## src/rtl/muldiv_pkg.sv

```systemverilog
// muldiv_pkg: shared encodings and sizes for the HI/LO multiply/divide unit.
package muldiv_pkg;

   localparam int MD_WIDTH = 32;
   localparam int CNT_W    = $clog2(MD_WIDTH);

   typedef enum logic [1:0] {
      OP_MULTU = 2'b00,
      OP_DIVU  = 2'b01,
      OP_MTHI  = 2'b10,
      OP_MTLO  = 2'b11
   } op_e;

   typedef enum logic [1:0] {
      IDLE = 2'b00,
      MUL  = 2'b01,
      DIV  = 2'b10,
      FIN  = 2'b11
   } state_t;

endpackage

```

## src/rtl/muldiv_step.sv

```systemverilog
// muldiv_step: one iteration of the shared datapath.
// Multiply: radix-2 shift-add on {acc, q}, q holds the multiplier bits still to consume.
// Divide: restoring step, q shifts dividend bits out of its MSB and quotient bits into its LSB.
module muldiv_step #(
   parameter int WIDTH = 32
) (
   input  logic             is_div,
   input  logic [WIDTH-1:0] acc,
   input  logic [WIDTH-1:0] q,
   input  logic [WIDTH-1:0] m,
   output logic [WIDTH-1:0] acc_nx,
   output logic [WIDTH-1:0] q_nx
);

   logic [WIDTH-1:0] addend;
   logic [WIDTH:0]   sum;
   logic [WIDTH:0]   rem_sh;
   logic [WIDTH:0]   trial;
   logic             qbit;

   // Both candidate results are formed; mode selects which one advances the registers.
   always_comb begin
      addend = q[0] ? m : '0;
      sum    = {1'b0, acc} + {1'b0, addend};
      rem_sh = {acc, q[WIDTH-1]};
      trial  = rem_sh - {1'b0, m};
      qbit   = ~trial[WIDTH];
      if (is_div) begin
         acc_nx = qbit ? trial[WIDTH-1:0] : rem_sh[WIDTH-1:0];
         q_nx   = {q[WIDTH-2:0], qbit};
      end else begin
         acc_nx = sum[WIDTH:1];
         q_nx   = {sum[0], q[WIDTH-1:1]};
      end
   end

endmodule

```

## src/rtl/muldiv_hilo.sv

```systemverilog
// muldiv_hilo: iterative MULTU/DIVU unit with architectural HI/LO registers.
// Build option SIGNED_MULDIV_EN adds the op_signed input and a sign fix-up cycle.
//
// state | meaning
// IDLE  | waiting for start; MTHI/MTLO complete here in one edge
// MUL   | shift-add multiply, one multiplier bit per clock
// DIV   | restoring divide, one quotient bit per clock
// FIN   | unsigned build: done cycle, a new op may issue
//       | signed build: sign fix-up, still busy, hi/lo written at its edge
module muldiv_hilo
   import muldiv_pkg::*;
#(
   parameter int WIDTH = MD_WIDTH
) (
   input  logic             clk,
   input  logic             rst_n,
   input  logic             start,
   input  logic [1:0]       op,
`ifdef SIGNED_MULDIV_EN
   input  logic             op_signed,
`endif
   input  logic [WIDTH-1:0] x,
   input  logic [WIDTH-1:0] y,
   input  logic             flush,
   output logic             busy,
   output logic             done,
   output logic [WIDTH-1:0] hi,
   output logic [WIDTH-1:0] lo
);

   state_t           state_q, state_d;
   logic [CNT_W-1:0] cnt_q;
   logic [WIDTH-1:0] acc_q, q_q, m_q, hi_q, lo_q;
   logic [WIDTH-1:0] acc_nx, q_nx, x_mag, y_mag;
   logic             done_q, iter, last, accept, start_iter;

   assign iter       = (state_q == MUL) || (state_q == DIV);
   assign last       = iter && (cnt_q == CNT_W'(WIDTH - 1));
   assign accept     = start && !busy && !flush;
   assign start_iter = accept && ((op == OP_MULTU) || (op == OP_DIVU));

`ifdef SIGNED_MULDIV_EN
   logic             sa_q, sb_q, dz_q, div_q;
   logic [WIDTH-1:0] hi_fix, lo_fix;

   assign busy  = iter || (state_q == FIN);
   assign x_mag = (op_signed && x[WIDTH-1]) ? -x : x;
   assign y_mag = (op_signed && y[WIDTH-1]) ? -y : y;

   // Operand signs captured at accept; the iterations only ever see magnitudes.
   always_ff @(posedge clk or negedge rst_n) begin
      if (!rst_n) begin
         sa_q  <= 1'b0;
         sb_q  <= 1'b0;
         dz_q  <= 1'b0;
         div_q <= 1'b0;
      end else if (start_iter) begin
         sa_q  <= op_signed && x[WIDTH-1];
         sb_q  <= op_signed && y[WIDTH-1];
         dz_q  <= (y == '0);
         div_q <= (op == OP_DIVU);
      end
   end

   // Divide by zero keeps the all-ones quotient; remainder follows the dividend sign, so hi=x.
   always_comb begin
      hi_fix = acc_q;
      lo_fix = q_q;
      if (!div_q) begin
         if (sa_q ^ sb_q) {hi_fix, lo_fix} = -{acc_q, q_q};
      end else begin
         if ((sa_q ^ sb_q) && !dz_q) lo_fix = -q_q;
         if (sa_q) hi_fix = -acc_q;
      end
   end
`else
   assign busy  = iter;
   assign x_mag = x;
   assign y_mag = y;
`endif

   muldiv_step #(.WIDTH(WIDTH)) u_step (
      .is_div (state_q == DIV),
      .acc    (acc_q),
      .q      (q_q),
      .m      (m_q),
      .acc_nx (acc_nx),
      .q_nx   (q_nx)
   );

   // State register.
   always_ff @(posedge clk or negedge rst_n) begin
      if (!rst_n) state_q <= IDLE;
      else        state_q <= state_d;
   end

   // Next state; flush wins over both start and completion.
   always_comb begin
      state_d = state_q;
      case (state_q)
         MUL, DIV: begin
            if (flush)     state_d = IDLE;
            else if (last) state_d = FIN;
         end
`ifdef SIGNED_MULDIV_EN
         FIN: state_d = IDLE;
`endif
         default: begin
            state_d = IDLE;
            if (accept && (op == OP_MULTU))     state_d = MUL;
            else if (accept && (op == OP_DIVU)) state_d = DIV;
         end
      endcase
   end

   // Working registers and iteration counter.
   always_ff @(posedge clk or negedge rst_n) begin
      if (!rst_n) begin
         acc_q <= '0;
         q_q   <= '0;
         m_q   <= '0;
         cnt_q <= '0;
      end else if (start_iter) begin
         acc_q <= '0;
         q_q   <= x_mag;
         m_q   <= y_mag;
         cnt_q <= '0;
      end else if (iter && !flush) begin
         acc_q <= acc_nx;
         q_q   <= q_nx;
         cnt_q <= cnt_q + CNT_W'(1);
      end
   end

   // Architectural HI/LO: direct moves when idle, results only on an unflushed completion.
   always_ff @(posedge clk or negedge rst_n) begin
      if (!rst_n) begin
         hi_q   <= '0;
         lo_q   <= '0;
         done_q <= 1'b0;
      end else begin
         done_q <= 1'b0;
         if (accept && (op == OP_MTHI)) hi_q <= x;
         if (accept && (op == OP_MTLO)) lo_q <= x;
`ifdef SIGNED_MULDIV_EN
         if ((state_q == FIN) && !flush) begin
            hi_q   <= hi_fix;
            lo_q   <= lo_fix;
            done_q <= 1'b1;
         end
`else
         if (last && !flush) begin
            hi_q   <= acc_nx;
            lo_q   <= q_nx;
            done_q <= 1'b1;
         end
`endif
      end
   end

   assign done = done_q;
   assign hi   = hi_q;
   assign lo   = lo_q;

endmodule

```

## config.mk

```make
export PLATFORM = sky130hd
export DESIGN_NAME = muldiv_hilo
export DESIGN_NICKNAME = d
export VERILOG_FILES = /design/src/rtl/muldiv_pkg.sv /design/src/rtl/muldiv_step.sv /design/src/rtl/muldiv_hilo.sv
export SDC_FILE = /design/constraint.sdc
export NUM_CORES = 1
export LEC_CHECK = 0
export ABC_CLOCK_PERIOD_IN_PS = 8200
export CAP_MARGIN = 15
export CORE_MARGIN = 2
export CORE_UTILIZATION = 25
export CTS_BUF_LIST = sky130_fd_sc_hd__clkbuf_8
export CTS_CLUSTER_SIZE = 16
export DETAILED_ROUTE_END_ITERATION = 6
export PLACE_DENSITY_LB_ADDON = 0.15
export REMOVE_ABC_BUFFERS = 1
export SETUP_SLACK_MARGIN = 0.02
export SLEW_MARGIN = 5
export SYNTH_ARGS = -nofsm -noshare
export SYNTH_HDL_FRONTEND = slang
export SYNTH_SLANG_ARGS = --single-unit
export TNS_END_PERCENT = 100
```

## constraint.sdc

```tcl
create_clock -name clk -period 8.2 [get_ports clk]
set_input_delay 1.64 -clock clk [delete_from_list [all_inputs] [get_ports clk]]
set_output_delay 1.64 -clock clk [all_outputs]
set_load 0.05 [all_outputs]
```

# Yosys cells after proc, flatten, opt, wreduce, memory -nomap -nowiden
# Cells that the tools add are included.
# word_totals
regBits	168
inputBits	70
out_inout_bits	66
# classes
n_addsub	3
n_eq_ne	7
muxes	20
n_bitwise	1
reduce_logical	19
# ops
operator	count
$mux W32	12
$add A32 B32 Y33	1
$sub A33 B32 Y33	1
$logic_and A1 B1 Y1	10
$mux W2	5
$mux W5	2
$eq A2 B2 Y1 const B	3
$reduce_bool A2 Y1	3
$add A5 B1 Y5 const B	1
$eq A5 B5 Y1 const B	1
$eq A2 B1 Y1 const B	2
$ne A3 B3 Y1 const B	1
$logic_not A1 Y1	2
$logic_not A2 Y1	1
$logic_or A1 B1 Y1	2
$reduce_or A2 Y1	1
$mux W1	1
$not A1 Y1	1

# Logic depth before layout (Yosys ltp)
# Gate-level depths: netlist of run 1.
# depth
word_depth	9
depth_mapped	15
ltp_nobuf	13

# Hierarchy
# A second synthesis of run 1 with hierarchy kept.
# unflattened
hier_cells	1347
area_unflattened_um2	11895.2
# by_module_without_submodules
module	instances	cells_each	area_each_um2	seq_area_each_um2
muldiv_hilo	1	671	7216.9	4204.0
muldiv_step	1	676	4678.2	0.0

# Worst setup path after synthesis of run 1
# Ideal clock, no wire load.
# synth_path
kind	register -> register
from	register q_q[31]
to	register acc_q[28]
arrival_ns	3.122
required_ns	8.064
path_slack_ns	4.942
stages_incl_launch_ff	15
period_less_slack_ns	3.258
path_cell_list	dfrtp_1 > inv_1 > ha_1 > inv_1 > fa_1 > a211oi_1 > o21bai_1 > a211oi_4 > o22ai_1 > o31ai_4 > xnor2_2 > buf_2 > mux2_1 > mux2i_1 > o21ai_0
# synth_between
elab_chain_cells	5
# synth_rtl
element	line_no	rtl
start: declaration	muldiv_hilo.sv:33	logic [WIDTH-1:0] acc_q, q_q, m_q, hi_q, lo_q;
start signal: assignment	muldiv_hilo.sv:125	q_q <= x_mag;
start signal: assignment	muldiv_hilo.sv:130	q_q <= q_nx;
$sub A33 B32 Y33	muldiv_step.sv:26	trial = rem_sh - {1'b0, m};
$mux W32	muldiv_step.sv:29	acc_nx = qbit ? trial[WIDTH-1:0] : rem_sh[WIDTH-1:0];
$mux W32	muldiv_step.sv:28	if (is_div) begin
$mux W32	muldiv_hilo.sv:128	end else if (iter && !flush) begin
$mux W32	muldiv_hilo.sv:123	end else if (start_iter) begin
end signal: assignment	muldiv_hilo.sv:129	acc_q <= acc_nx;
end: declaration	muldiv_hilo.sv:33	
# No other way between the ends. The select of a mux whose other input is x is not followed.
# A chain may end at the register's enable or synchronous reset.

# Worst setup path after layout of run 1
# layout_path
from	register q_q[31]
to	register hi_q[26] (netlist: hi[26])
# layout_between
elab_chain_cells	4
# layout_rtl
element	line_no	rtl
$sub A33 B32 Y33	muldiv_step.sv:26	
$mux W32	muldiv_step.sv:29	
$mux W32	muldiv_step.sv:28	
$mux W32	muldiv_hilo.sv:152	if (last && !flush) begin
end signal: assignment	muldiv_hilo.sv:153	hi_q <= acc_nx;
end: declaration	muldiv_hilo.sv:33	
# No other way between the ends.

==> out/qor.csv, run 1 <==
metric;value;unit
status;finished clean;
async_reset_ff_share;100.0;%
combinationalPowerShare;51.9;%
worstMarginPinSlew;1.105;ns
endpoint;hi[26];
final_area;13970;um2
pwr-share-seq;30.7;%
synth_cell_types;68;
cp_max_fo;41;
rsz0062_at_grt;false;
antenna_found_initial;0;
track_usage;17.32;%
leakagePower;0.006049;uW
drv_cap;0;
rows;78;
crit_required;8.57;ns
syn_inst;1314;
slew-limit-headroom;26.21;%
antenna_cells;0;
synthTopCellsByArea;dfrtp_1 (36%), ha_1 (7.2%), mux2i_1 (5.7%);
power.density;276.7;nW/um2
busiest_layer;met2;
slew_viol_final;0;
core-area;45580;um2
crit_path_cell_trace;inv_1, ha_1, inv_1, fa_1, a211oi_1, o21bai_1, a211oi_4, o22ai_1, o31ai_4, xnor2_4, buf_4, inv_1, a221oi_1, o31ai_1;
switching_share;45.59;%
io_buffers;135;
yosysTopAreaCell;dfrtp_1;
cts_resized;0;
die_area;48140;um2
final_net_count;1544;
critPathMostFrequentCell;inv_1;
place_congestion;0.8700;
hold_ws;0.5186;ns
synth-seq-cells;168;
r2r_slack;3.97;ns
use_met1;22.62;%
cts_sinks;168;
crit_path_top_delay_cell;buf_4;
power.total;3865;uW
yosys_warnings;0;
grt_max_degree;83;
p_sw;1762;uW
clock_latency;0.51;ns
grtUsageMet3;3.285;%
finalSetupViolCount;0;
synth_area;11600;um2
final_layout_size_suffix_gt1_share;6.982;%
multi_input_area;6943;um2
start_util;25.45;%
area_delta_synth_final;20.43;%
pin_count;136;
ir_drop;123.9;uV
grt_pass1_wl;63.18;mm
grt_overflow;0;
post-route-period-util;51.60;%
final_cells;2018;
layout_common_cells;dfrtp_1 (168), nand2_1 (139), clkdlybuf4s50_1 (134);
worstHoldStart;m_q[0];
postSynthAreaPerCell;8.829;um2
min_period;4.231;ns
cts_setup_buffers;0;
crit_buf_inv;4;
reg2reg_from;q_q[31];
cts-root-buf;clkbuf_8;
cts_hold_buf;0;
wl_per_cell;19.97;um
place_area;13530;um2
cts_max_path_buffers;2;
htree_num_levels;4;
grt_pass1_vias;10394;
clk_pin_slew;0.10;ns
dr.pass1.iters;5;
via_per_inst;4.990;
wirelength;40.31;mm
synth-edff-count;0;
ys_seq_area_share;36.24;%
critPathKind;reg -> reg;
max_freq;0.2364;GHz
rr_worst_depth;14;
hold_violations;0;
dp_hpwl;29.63;mm
drtIter0Drc;588;
synthFlopType;dfrtp_1;
drcViolationCount;0;
synth_top_area_share;36.24;%
finish.utilization;30.65;%
layout_commonest_cell;dfrtp_1;
worstSetupPathDepth;14;
die_w;219.4;um
endpoint_kind;flop;
cts_made_buffers;17;
start_kind;flop;
power.share.clock;17.4;%
hp-class;reg -> reg;
cp.arrival;4.60;ns
internal_power;2103;uW
fillers;4867;
cp-startpoint;q_q[31];
r2r_end;hi[26];
cts_tree;done;
place_inst;1985;
grt_use_met2;29.35;%
fin_skew;0.01283;ns
die_height;219.4;um
ff_latch_area;4204;um2
cp_top_family;compound AO/OA/AOI/OAI gates;
antenna_left;0;
vias;10070;
critical_path.max_stage_delay;0.48;ns
## worst min path at each step
stage / end / cells past startpoint
after CTS: m_q[0] / 2
after detailed placement: m_q[0] / 2
after global placement: m_q[0] / 2
after global routing: m_q[0] / 2
final: m_q[0] / 2
after floorplan: m_q[0] / 2
## cells in the mapped netlist, drive strengths merged, types with 4 or more instances
cell type	number
a211o	4
a211oi	27
a21o	29
a21oi	92
a221o	27
a221oi	5
a311oi	4
a31oi	14
and2	37
and3	5
buf	16
clkbuf	60
dfrtp	168
ha	67
inv	51
mux2	45
mux2i	66
nand2	140
nand2b	6
nand3	29
nand4	8
nor2	102
nor2b	23
nor3	13
o211ai	4
o21a	10
o21ai	122
o21bai	10
o22ai	11
o2bb2ai	9
o31ai	17
or2	4
xnor2	25
xor2	27
## power by group through the flow
| stage | clock [uW] | combinational, uW | sequential [uW] |
|---|---|---|---|
| floorplan | 0 | 1150 | 1400 |
| global placement | 0 | 2030 | 1210 |
| global route | 730 | 2210 | 1220 |
| finish | 672 | 2010 | 1190 |
| CTS | 695 | 2030 | 1190 |
| detailed placement | 0 | 2020 | 1210 |
## worst register-to-register path, cell delays in order, from the launching register on
cell	delay, ns
dfrtp_1	0.42
inv_1	0.09
ha_1	0.17
inv_1	0.05
fa_1	0.42
a211oi_1	0.23
o21bai_1	0.19
a211oi_4	0.41
o22ai_1	0.28
o31ai_4	0.37
xnor2_4	0.14
buf_4	0.48
inv_1	0.31
a221oi_1	0.42
o31ai_1	0.10
## per-stage QoR
stage               TNS, ns  setup WS (ns)
floorplan            -33.75         -1.214
global placement          0          3.971
detailed placement        0          3.936
CTS                       0          3.904
global route              0          3.589
finish                    0          3.969
## sequential cells by signal, indices dropped and copies added, names as in the netlist
register / flops
m_q: 32
state_q: 2
hi: 32
lo: 32
done: 1
q_q: 32
acc_q: 32
cnt_q: 5
## cell families (layout without fill, tap and decap cells)
family          count (synthesis)  after routing  synth area share (%)
mux                           111            111                 10.06
compound gates                407            407                 22.85
buf+inv                       127            231                 4.325
flops                         168            168                 36.24
xor+xnor                       52             52                 3.991
fa+ha+maj                      69             69                 7.571
simple gates                  380            380                 14.96
## per-layer routing
metal  vias to the layer above  wire (um)
met5                         -          0
met4                         0        564
met3                        25       1527
met2                       208      19770
met1                      4923      18440
li1                       4914          -
## final cells by class
type / instances / share of cell area, %
multi-input cells: 1019 / 49.70
well taps: 600 / 5.373
clock inverters: 14 / 1.227
flip-flops and latches: 168 / 30.09
inverters: 51 / 1.370
clock buffers: 18 / 1.773
repair buffers: 148 / 10.47
(Power assumes the default switching activity.)
==> run 2, diff against run 1 <==
--- a/config.mk
+++ b/config.mk
@@ -5,7 +5,7 @@
 export SDC_FILE = /design/constraint.sdc
 export NUM_CORES = 1
 export LEC_CHECK = 0
-export ABC_CLOCK_PERIOD_IN_PS = 8200
+export ABC_CLOCK_PERIOD_IN_PS = 3800
 export CAP_MARGIN = 15
 export CORE_MARGIN = 2
 export CORE_UTILIZATION = 25
==> constraint.sdc (replaced) <==
create_clock -name clk -period 3.8 [get_ports clk]
set_input_delay 0.76 -clock clk [delete_from_list [all_inputs] [get_ports clk]]
set_output_delay 0.76 -clock clk [all_outputs]
set_load 0.05 [all_outputs]
==> out/qor.csv, run 2 (synthesis results as in run 1) <==
metric;value;unit
status;finished clean;
cp_top_family;compound AO/OA/AOI/OAI gates;
pwr-share-seq;29.8;%
drcViolationCount;0;
power.share.clock;15.5;%
final_layout_size_suffix_gt1_share;10.34;%
endpoint_kind;flop;
hp-class;in -> async;
internal_power;4623;uW
grt_max_degree;110;
fin_skew;0.01497;ns
crit_path_top_delay_cell;fa_1;
critical_path.max_stage_delay;0.45;ns
finalSetupViolCount;0;
die_height;219.4;um
final_cells;2061;
reg2reg_from;m_q[0];
place_congestion;0.8512;
crit_buf_inv;0;
layout_commonest_cell;dfrtp_1;
final_net_count;1587;
ff_latch_area;4204;um2
drtIter0Drc;636;
post-route-period-util;93.92;%
clk_pin_slew;0.11;ns
place_area;13910;um2
worstMarginPinSlew;0.8524;ns
rsz0062_at_grt;false;
wl_per_cell;19.88;um
grt_pass1_wl;62.78;mm
pin_count;136;
min_period;3.569;ns
cts_hold_buf;0;
combinationalPowerShare;54.7;%
die_area;48140;um2
ir_drop;250.1;uV
cp.arrival;3.92;ns
p_sw;3969;uW
dr.pass1.iters;5;
cp_max_fo;3;
rr_worst_depth;12;
core-area;45580;um2
cts-root-buf;clkbuf_8;
antenna_found_initial;0;
max_freq;0.2802;GHz
power.density;595.5;nW/um2
dp_worst_setup_slack;0.03869;ns
layout_setup_ws;0.2310;ns
rows;78;
cp-startpoint;m_q[0];
track_usage;17.19;%
crit_path_cell_trace;and2_1, ha_1, fa_1, a211o_1, a211oi_1, nor3_2, o21ai_1, a2111oi_1, nor3b_1, mux2_2, nor2_1, a22oi_1;
wirelength;40.96;mm
start_util;25.45;%
vias;10206;
grt_pass1_vias;10436;
htree_num_levels;4;
start_kind;flop;
area_delta_synth_final;24.37;%
r2r_slack;0.23;ns
slew_viol_final;0;
antenna_left;0;
place_inst;2021;
fillers;4820;
grt_overflow;0;
layout_common_cells;dfrtp_1 (168), nand2_1 (139), clkdlybuf4s50_1 (134);
r2r_end;hi[29];
cts_tree;done;
drv_cap;0;
critPathKind;reg -> reg;
hold_violations;0;
final_area;14430;um2
clock_latency;0.51;ns
crit_required;4.15;ns
dp_hpwl;30.78;mm
hold_ws;0.2865;ns
antenna_cells;0;
die_w;219.4;um
multi_input_area;7020;um2
io_buffers;135;
slew-limit-headroom;43.17;%
switching_share;46.19;%
cts_sinks;168;
cts_made_buffers;17;
finish.utilization;31.66;%
cts_max_path_buffers;2;
via_per_inst;4.952;
leakagePower;0.006289;uW
[run 2: cell count changes in the layout (fill, tap and decap cells not counted), moves of 2 or more]
cell and delta:
buf_4 +33, a211oi_1 -3, nor3_1 -2, bufinv_16 -2, a211oi_2 +3, nor3_2 +2, buf_12 +8
[run 2: worst max path at each step]
stage / end / slack, ns / cells after the start
2_1_floorplan: q_q[10] / -4.73 / 3
3_3_place_gp: hi[31] / 0.12 / 14
3_5_place_dp: hi[26] / 0.04 / 14
4_1_cts: hi[26] / 0.04 / 14
5_1_grt: hi[26] / 0.03 / 15
6_report: hi[29] / 0.23 / 12
[run 2: timing repair]
action                     in CTS  in global routing
gates cloned                    0                  1
pin swaps                       2                  5
gates resized for setup         0                 14
setup endpoints to repair       2                 44
setup buffers                   1                  6
[run 2: layer usage]
layer	wire length (um)	GRT usage [%]
met1	19080	22.72
met2	20080	29.22
met3	1353	2.938
met4	455	3.829
met5	0	0
[run 2: area by class of cell]
| class | instances | share of cell area (%) |
|---|---|---|
| Clock inverter | 15 | 1.015 |
| Tap cell | 600 | 5.203 |
| Clock buffer | 17 | 1.622 |
| Timing Repair Buffer | 190 | 13.02 |
| Multi-Input combinational cell | 1020 | 48.66 |
| Sequential cell | 168 | 29.14 |
| Inverter | 51 | 1.353 |
[run 2: per-stage QoR]
step                TNS, ns  power, uW
floorplan           -264.78       5514
global placement          0       7213
detailed placement        0       7190
CTS                       0       8587
global route              0       9201
finish                    0       8592
[run 2: worst register-to-register path: stages, from the launching register on]
cell	delay, ns
dfrtp_1	0.41
and2_1	0.16
ha_1	0.23
fa_1	0.45
a211o_1	0.30
a211oi_1	0.36
nor3_2	0.14
o21ai_1	0.34
a2111oi_1	0.18
nor3b_1	0.27
mux2_2	0.39
nor2_1	0.09
a22oi_1	0.08
[run 2: power groups by stage]
stage / combinational, uW / sequential [uW] / clock (uW)
after floorplan: 2490 / 3030 / 0
after global placement: 4610 / 2610 / 0
after detailed placement: 4590 / 2600 / 0
after CTS: 4630 / 2570 / 1390
after global routing: 5130 / 2610 / 1460
final: 4700 / 2560 / 1330
